`src/rtl/irq_service_seq.sv`:
```
// rtl/irq_service_seq.sv - settle/request/clear sequencer behind the 27-channel interrupt decoder
// Optional ack timeout is built when IRQ_TIMEOUT_EN is defined.
module irq_service_seq #(
    parameter int STABLE_CYC = 2,
    parameter int CLR_CYC    = 1
`ifdef IRQ_TIMEOUT_EN
    ,
    parameter int TO_CYC     = 255
`endif
) (
    input  logic        ck,
    input  logic        rst,
    input  logic        pa,
    input  logic        pb,
    input  logic        pc,
    input  logic [3:0]  chan,
    input  logic        ack,
    output logic        irq,
    output logic [5:0]  vec,
    output logic [26:0] clr,
    output logic        busy,
    output logic        err,
    output logic        tout
);

    typedef enum logic [2:0] {IDLE, SETTLE, REQ, CLEAR, HOLD} state_t;

    localparam logic [3:0] STABLE_L = 4'(STABLE_CYC);
    localparam logic [3:0] CLR_L    = 4'(CLR_CYC);

    state_t      state, state_n;
    logic [5:0]  sample, sample_n, vec_n;
    logic [3:0]  cnt, cnt_n;
    logic        irq_n, err_n;
    logic [26:0] clr_n;
    logic [1:0]  bus;
    logic [5:0]  code;
    logic [4:0]  idx;

`ifdef IRQ_TIMEOUT_EN
    localparam logic [7:0] TO_L = 8'(TO_CYC);
    logic [7:0] to_cnt, to_cnt_n;
    logic       tout_n;
`endif

    always_comb begin
        bus  = pa ? 2'd1 : pb ? 2'd2 : pc ? 2'd3 : 2'd0;
        code = {bus, chan};
    end

    // Flat clear index from the latched vector: (bus-1)*9 + chan
    always_comb begin
        case (vec[5:4])
            2'd2:    idx = 5'd9 + {1'b0, vec[3:0]};
            2'd3:    idx = 5'd18 + {1'b0, vec[3:0]};
            default: idx = {1'b0, vec[3:0]};
        endcase
    end

    always_comb begin
        state_n  = state;
        sample_n = sample;
        cnt_n    = cnt;
        vec_n    = vec;
        irq_n    = irq;
        clr_n    = clr;
        err_n    = 1'b0;
`ifdef IRQ_TIMEOUT_EN
        to_cnt_n = to_cnt;
        tout_n   = tout;
`endif
        case (state)
            IDLE: begin
                if (bus != 2'd0) begin
                    state_n  = SETTLE;
                    sample_n = code;
                    cnt_n    = 4'd1;
                end
            end
            SETTLE: begin
                if (bus == 2'd0) begin
                    state_n = IDLE;
                    cnt_n   = 4'd0;
                end else if (cnt >= STABLE_L) begin
                    // The stored sample has been seen STABLE_CYC times in a row
                    cnt_n = 4'd0;
                    if (sample[3:0] > 4'd8) begin
                        err_n   = 1'b1;
                        state_n = HOLD;
                    end else begin
                        vec_n   = sample;
                        irq_n   = 1'b1;
                        state_n = REQ;
`ifdef IRQ_TIMEOUT_EN
                        to_cnt_n = 8'd0;
`endif
                    end
                end else if (code == sample) begin
                    cnt_n = cnt + 4'd1;
                end else begin
                    sample_n = code;
                    cnt_n    = 4'd1;
                end
            end
            REQ: begin
                if (ack) begin
                    irq_n   = 1'b0;
                    clr_n   = 27'd1 << idx;
                    cnt_n   = 4'd1;
                    state_n = CLEAR;
                end
`ifdef IRQ_TIMEOUT_EN
                else if (to_cnt == TO_L - 8'd1) begin
                    irq_n   = 1'b0;
                    tout_n  = 1'b1;
                    clr_n   = 27'd1 << idx;
                    cnt_n   = 4'd1;
                    state_n = CLEAR;
                end else begin
                    to_cnt_n = to_cnt + 8'd1;
                end
`endif
            end
            CLEAR: begin
                if (cnt >= CLR_L) begin
                    clr_n   = 27'd0;
                    cnt_n   = 4'd0;
                    state_n = HOLD;
                end else begin
                    cnt_n = cnt + 4'd1;
                end
            end
            HOLD: begin
                // Wait for the decoder to drop the serviced source before rearming
                if (!ack && bus == 2'd0) begin
                    state_n = IDLE;
                    vec_n   = 6'd0;
                end
            end
            default: state_n = IDLE;
        endcase
    end

    always_ff @(posedge ck or posedge rst) begin
        if (rst) begin
            state  <= IDLE;
            sample <= 6'd0;
            cnt    <= 4'd0;
            vec    <= 6'd0;
            irq    <= 1'b0;
            clr    <= 27'd0;
            err    <= 1'b0;
        end else begin
            state  <= state_n;
            sample <= sample_n;
            cnt    <= cnt_n;
            vec    <= vec_n;
            irq    <= irq_n;
            clr    <= clr_n;
            err    <= err_n;
        end
    end

`ifdef IRQ_TIMEOUT_EN
    always_ff @(posedge ck or posedge rst) begin
        if (rst) begin
            to_cnt <= 8'd0;
            tout   <= 1'b0;
        end else begin
            to_cnt <= to_cnt_n;
            tout   <= tout_n;
        end
    end
`else
    assign tout = 1'b0;
`endif

    assign busy = (state != IDLE);

endmodule

```
`config.mk`:
```
export PLATFORM = sky130hd
export DESIGN_NAME = irq_service_seq
export DESIGN_NICKNAME = d
export VERILOG_FILES = /design/src/rtl/irq_service_seq.sv
export SDC_FILE = /design/constraint.sdc
export NUM_CORES = 1
export LEC_CHECK = 0
export BUFFER_PORTS_ARGS = -buffer_cell sky130_fd_sc_hd__buf_4
export CAP_MARGIN = 20
export CORE_ASPECT_RATIO = 1.25
export CORE_MARGIN = 3
export CORE_UTILIZATION = 50
export CTS_BUF_LIST = sky130_fd_sc_hd__clkbuf_16
export DETAILED_ROUTE_END_ITERATION = 7
export PLACE_DENSITY = 0.81
export SYNTH_ARGS = -nofsm -noshare
export SYNTH_HDL_FRONTEND = slang
export SYNTH_SLANG_ARGS = --single-unit
```
`constraint.sdc`:
```
create_clock -name ck -period 4.3 [get_ports ck]
set_input_delay 0.645 -clock ck [delete_from_list [all_inputs] [get_ports ck]]
set_output_delay 0.645 -clock ck [all_outputs]
set_load 0.05 [all_outputs]
```
==> flow_metrics.env, run 1 <==
export IMPL_num_antenna_cells=0
export IMPL_vias_per_cell=5.59
export IMPL_worst_hold_path_num_cells=2
export IMPL_rows=28
export IMPL_rsz0062_at_grt="false"
export IMPL_synthMuxAreaShare=0.0324
export IMPL_finalSetupViolations=0
export IMPL_final_seq_area_sq_um=1200
export IMPL_min_period_over_period=0.515
export IMPL_critPathKind="reg2reg"
export IMPL_stdcell_count=354
export IMPL_cts_made_buffers=5
export IMPL_fp_dieW_microns=69.4
export IMPL_core_sq_um=4800
export IMPL_synth_fa_ha_area_frac=0.0299
export IMPL_ys_top_cells_by_count="48 x dfrtp_1, 31 x nand2_1, 24 x o21ai_0"
export IMPL_setup_tns_ns=0
export IMPL_ys_seq_elements=48
export IMPL_worstPathCellList="inv_1, ha_1, or4b_4, a31oi_4, nand2_1, o31ai_1"
export IMPL_status="completed"
export IMPL_ctsHoldBuffers=0
export IMPL_max_freq_mhz=452
export IMPL_r2r_start="cnt[1]"
export IMPL_ys_warn_count=0
export IMPL_clk_latency_ns=0.28
export IMPL_end_kind="flop"
export IMPL_design_area_sq_um=2980
export IMPL_synth_net_count=268
export IMPL_synthArstFlopShare=1.00
export IMPL_ant_nets=0
export IMPL_dr_total_vias=1980
export IMPL_startpoint_type="flop"
export IMPL_grtUsageTotal=0.180
export IMPL_critical_path_buf_inv_count=1
export IMPL_cts_resized=0
export IMPL_multiInputGateArea_sq_um=1190
export IMPL_synth_compound_area_share=0.179
export IMPL_num_fill_cells=420
export IMPL_worstMarginPinSlew_ns=0.964
export IMPL_dp_cells=347
export IMPL_hold_end="clr[2]"
export IMPL_die_h_microns=85.2
export IMPL_drtIter0Drc=136
export IMPL_cap_violations=0
export IMPL_clk_pin_slew_ns=0.06
export IMPL_r2r_end="clr[26]"
export IMPL_worstPathMaxFanout=27
export IMPL_critPathMaxStageDelay_ns=0.62
export IMPL_grt_overflow=0
export IMPL_place_gp_congestion=0.825
export IMPL_drc=0
export IMPL_drt_wl_total_mm=5.06
export IMPL_arrival_ns=2.39
export IMPL_ys_seq_area_frac=0.479
export IMPL_post_cts_buffers=0
export IMPL_ios=47
export IMPL_synth_most_common_cell="dfrtp_1"
export IMPL_hold_start="clr[2]"
export IMPL_synthTopCellsByArea="dfrtp_1 48%, o21ai_0 4.8%, nand2_1 4.6%"
export IMPL_area_delta_synth_final_pct=18.6
export IMPL_cts_tree="yes"
export IMPL_synthesis_instances=252
export IMPL_netlist_area_leader_share=0.479
export IMPL_worst_r2r_setup_slack_ns=2.09
export IMPL_start_util=0.523
export IMPL_placed_area_sq_um=2840
export IMPL_dr_pass1_iters=4
export IMPL_r2r_cells=6
export IMPL_finalClockSkew_ns=0.00330
export IMPL_post_dp_hpwl_mm=3.77
export IMPL_synth_cell_types=53
export IMPL_synth_top_family_by_area="simple AND/OR/NAND/NOR gates"
export IMPL_die_area_sq_um=5910
export IMPL_grt_first_pass_wirelength_mm=8.64
export IMPL_holdWs_ns=0.476
export IMPL_grt_pass1_vias=1932
export IMPL_synthXorXnorAreaFrac=0.0174
export IMPL_synth_simple_area_share=0.212
export IMPL_cp_slowest_cell="a31oi_4"
export IMPL_cts_sinks=48
export IMPL_hold_path_class="reg2reg"
export IMPL_synth_edff_count=0
export IMPL_power_uw=1870
export IMPL_synth_area_sq_um=2510
export IMPL_cts_buffer_depth=2
export IMPL_synth_area_per_cell_sq_um=9.96
export IMPL_final_nets=310
export IMPL_detail_route_wl_per_cell_microns=14.3
export IMPL_cp_data_required_time_ns=4.48
export IMPL_power_density_nw_per_um2=627
export IMPL_htreeDepth=2
export IMPL_antenna_found_initial=0
export IMPL_cp_top_family="compound AO/OA/AOI/OAI gates"
export IMPL_io_buffers=45
export IMPL_synth_main_ff_cell="dfrtp_1"
export IMPL_root_buffer="clkbuf_16"
export IMPL_yosysTopAreaCell="dfrtp_1"
export IMPL_grt_max_degree=49
export IMPL_ir_drop_mv=0.248
export IMPL_drive_above_1_share=0.252
export IMPL_slew_headroom=0.357
export IMPL_p_leak_uw=0.00141
export IMPL_fin_crit_ns=2.21
export IMPL_slew_violations=0
export IMPL_hold_violations=0
## final cells by class
cell class                      count  area share
Tap cell                           60      0.0252
Inverter                           11      0.0139
Timing Repair Buffer               45       0.113
Clock buffer                        5      0.0420
Sequential cell                    48       0.404
Multi-Input combinational cell    183       0.399
Clock inverter                      2     0.00294
## through the flow
step / setup slack [ns] / utilization
floorplan: 2.27 / -
global placement: 2.13 / 0.592
detailed placement: 2.09 / 0.592
CTS: 2.06 / 0.620
global route: 1.88 / 0.620
finish: 2.09 / 0.620
## state kept, by name, indices dropped and copies added, names as in the netlist
register / cells
sample: 6
irq: 1
cnt: 4
vec: 6
err: 1
state: 3
clr: 27
## power by group
part / internal [uW] / total, uW / switching (uW)
clock network: 209 / 356 / 147
logic: 295 / 843 / 548
registers: 539 / 667 / 128
total: 1040 / 1870 / 824
## tightest hold or removal path, stage by stage (launching register included)
cell and delay [ns]:
dfrtp_1 0.34, nand2_1 0.05, o21ai_0 0.06
## metal layers
metal,wire length [microns],GRT usage,up-vias
li1,-,-,974
met1,2190,0.208,943
met2,2500,0.319,51
met3,255,0.0450,12
met4,111,0.0710,0
met5,0,0,-
## logic make-up after synthesis
kind of cell | after synthesis
xor+xnor | 5
mux | 7
compound gates | 63
simple gates | 101
flops | 48
fa+ha+maj | 6
other cells | 1
buf+inv | 21
## layout by cell type, fill, tap and decap left out, drive strengths merged, types with 2 or more instances in the layout
master and instances:
clkbuf 5, nand3 15, nor3b 4, a21oi 4, ha 6, o21ai 31
and3 4, or3 2, inv 12, dfrtp 48, nor3 7, buf 45
nor2b 5, or2 2, nand3b 4, nand2b 3, nand2 32, nor2 17
mux2 6, xor2 4, o31ai 3, a22o 10, a31oi 6
## how the worst max path moves through the flow
stage,to,startpoint,cells after the start
2_1_floorplan,clr[0],vec[1],6
6_report,clr[26],cnt[1],6
3_5_place_dp,clr[10],cnt[1],6
4_1_cts,clr[26],cnt[1],6
3_3_place_gp,state[2],pc,6
5_1_grt,clr[20],vec[1],6
No activity file was read; power rests on OpenSTA's default activity.
==> inputs of run 2 (changes only) <==
--- a/config.mk
+++ b/config.mk
@@ -5,6 +5,7 @@
 export SDC_FILE = /design/constraint.sdc
 export NUM_CORES = 1
 export LEC_CHECK = 0
+export ABC_AREA = 1
 export BUFFER_PORTS_ARGS = -buffer_cell sky130_fd_sc_hd__buf_4
 export CAP_MARGIN = 20
 export CORE_ASPECT_RATIO = 1.25
==> constraint.sdc (replaced) <==
create_clock -name ck -period 2.22 [get_ports ck]
set_input_delay 0.333 -clock ck [delete_from_list [all_inputs] [get_ports ck]]
set_output_delay 0.333 -clock ck [all_outputs]
set_load 0.05 [all_outputs]
==> flow_metrics.env, run 2 <==
export IMPL_critPathKind="reg2reg"
export IMPL_critPathMaxStageDelay_ns=0.47
export IMPL_htreeDepth=2
export IMPL_final_seq_area_sq_um=1200
export IMPL_die_h_microns=86.2
export IMPL_synth_cell_types=30
export IMPL_dr_pass1_iters=4
export IMPL_largest_reg_flops=27
export IMPL_ant_nets=0
export IMPL_num_antenna_cells=0
export IMPL_synth_net_count=346
export IMPL_ir_drop_mv=0.644
export IMPL_ios=47
export IMPL_worstPathCellList="ha_1, nor2_1, nor2_1, nand2_1, nand3_1, inv_1, nand2_1, nor2_1, nand2_1, nand2_1"
export IMPL_synth_area_per_cell_sq_um=7.80
export IMPL_final_nets=396
export IMPL_netlist_area_leader_share=0.467
export IMPL_largestRegisters="clr (27), sample (6), vec (6)"
export IMPL_vias_per_cell=5.15
export IMPL_status="completed"
export IMPL_antenna_found_initial=0
export IMPL_drt_wl_total_mm=5.41
export IMPL_synthArstFlopShare=1.00
export IMPL_grt_pass1_vias=2108
export IMPL_cp_startpoint="vec[0]"
export IMPL_r2r_start="vec[0]"
export IMPL_synth_main_ff_cell="dfrtp_1"
export IMPL_ys_seq_elements=48
export IMPL_r2r_cells=10
export IMPL_cts_tree="yes"
export IMPL_final_cell_mix="136 x nand2_1, 48 x dfrtp_1, 45 x buf_4"
export IMPL_cts_sinks=48
export IMPL_num_fill_cells=414
export IMPL_worstPathMaxFanout=7
export IMPL_grt_max_degree=29
export IMPL_cts_buffer_depth=2
export IMPL_multiInputGateArea_sq_um=1210
export IMPL_place_gp_congestion=0.890
export IMPL_rsz0062_at_grt="false"
export IMPL_slew_violations=0
export IMPL_dr_total_vias=2270
export IMPL_grtUsageTotal=0.187
export IMPL_finalSetupViolations=0
export IMPL_r2r_end="clr[19]"
export IMPL_ys_seq_area_frac=0.467
export IMPL_die_area_sq_um=6050
export IMPL_post_dp_hpwl_mm=4.20
export IMPL_core_sq_um=4830
export IMPL_end_kind="flop"
export IMPL_synth_edff_count=0
export IMPL_hold_violations=0
export IMPL_setup_tns_ns=0
export IMPL_power_density_nw_per_um2=978
export IMPL_ys_warn_count=0
export IMPL_ys_top_cells_by_count="136 x nand2_1, 48 x dfrtp_1, 31 x inv_1"
export IMPL_synth_most_common_cell="nand2_1"
export IMPL_grt_first_pass_wirelength_mm=9.23
export IMPL_fin_crit_ns=1.70
export IMPL_max_freq_mhz=587
export IMPL_root_buffer="clkbuf_16"
export IMPL_cp_data_required_time_ns=2.44
export IMPL_worst_r2r_setup_slack_ns=0.52
export IMPL_regMostFlops="clr"
export IMPL_detail_route_wl_per_cell_microns=12.3
export IMPL_clk_latency_ns=0.28
export IMPL_ctsHoldBuffers=0
export IMPL_drtIter0Drc=135
export IMPL_start_util=0.532
export IMPL_yosysTopAreaCell="dfrtp_1"
export IMPL_grt_overflow=0
export IMPL_synthesis_instances=330
export IMPL_io_buffers=45
export IMPL_synthTopCellsByArea="dfrtp_1 47%, nand2_1 20%, inv_1 4.5%"
export IMPL_critical_path_top_cell_by_count="nand2_1"
export IMPL_hold_path_class="in2async"
export IMPL_power_uw=3080
export IMPL_cts_resized=0
export IMPL_drc=0
export IMPL_fp_dieW_microns=70.2
export IMPL_drive_above_1_share=0.228
export IMPL_area_delta_synth_final_pct=22.3
export IMPL_finalClockSkew_ns=0.00368
export IMPL_cap_violations=0
export IMPL_clk_pin_slew_ns=0.06
export IMPL_synth_area_sq_um=2570
export IMPL_mostFrequentLayoutCell="nand2_1"
export IMPL_arrival_ns=1.93
export IMPL_rows=28
export IMPL_startpoint_type="flop"
export IMPL_post_cts_buffers=0
export IMPL_crit_path_end="clr[19]"
export IMPL_p_leak_uw=0.00177
export IMPL_cts_made_buffers=5
export IMPL_cp_slowest_cell="dfrtp_1"
export IMPL_min_period_over_period=0.767
==> run 2: metrics by stage <==
step           cell area (sq um)  utilization  setup slack, ns  std cells  hold slack [ns]
3_5_place_dp                2980        0.617            0.523        433            0.387
2_1_floorplan               2570            -            0.460        330            0.477
3_3_place_gp                2980        0.617            0.578        433            0.379
5_1_grt                     3150        0.651            0.364        441            0.104
6_report                    3150        0.651            0.517        441           0.0653
4_1_cts                     3150        0.651            0.511        441           0.0850
==> run 2: how the worst min path moves through the flow <==
stage	endpoint	depth (start not counted)	slack [ns]	startpoint
finish	err	2	0.07	rst
global route	sample[5]	2	0.10	rst
CTS	err	2	0.09	rst
detailed placement	err	2	0.39	rst
global placement	err	2	0.38	rst
floorplan	sample[5]	2	0.48	sample[5]
==> run 2: logic make-up after synthesis <==
logic type / Yosys count / share of synthesized area
AO/OA/AOI/OAI: 25 / 0.0720
XOR/XNOR: 6 / 0.0204
adder cells (fa/ha/maj): 6 / 0.0292
buffers and inverters: 39 / 0.0613
flip-flops: 48 / 0.467
other: 1 / 0.00146
AND/OR/NAND/NOR: 205 / 0.349
==> run 2: worst max-delay path, delay by kind of cell, from the launching register on <==
| kind | cells | cell delay, ns |
|---|---|---|
| and+or+nand+nor | 8 | 0.79 |
| DFF | 1 | 0.47 |
| buffers and inverters | 1 | 0.13 |
| adders and majority gates | 1 | 0.25 |
==> run 2: metal layers <==
metal  global-route usage  vias to the layer above  part of all wire
li1                     -                     1132                 -
met1                0.217                     1052              0.40
met2                0.339                       66              0.51
met3               0.0267                       20             0.045
met4               0.0889                        0             0.039
met5                    0                        -                 0
==> run 2: final cells by class <==
class,count,area share
multi-input cells,243,0.386
flip-flops and latches,48,0.382
repair buffers,46,0.114
inverters,36,0.0429
clock buffers,5,0.0398
well taps,60,0.0239
clock inverters,3,0.0123
==> run 2: power by group <==
part           total (uW)  internal [uW]  switching (uW)  leakage [uW]
clock network         829            525             304     0.0000850
registers            1160           1000             155      0.000651
logic                1090            336             759       0.00103
total                3080           1860            1220       0.00177
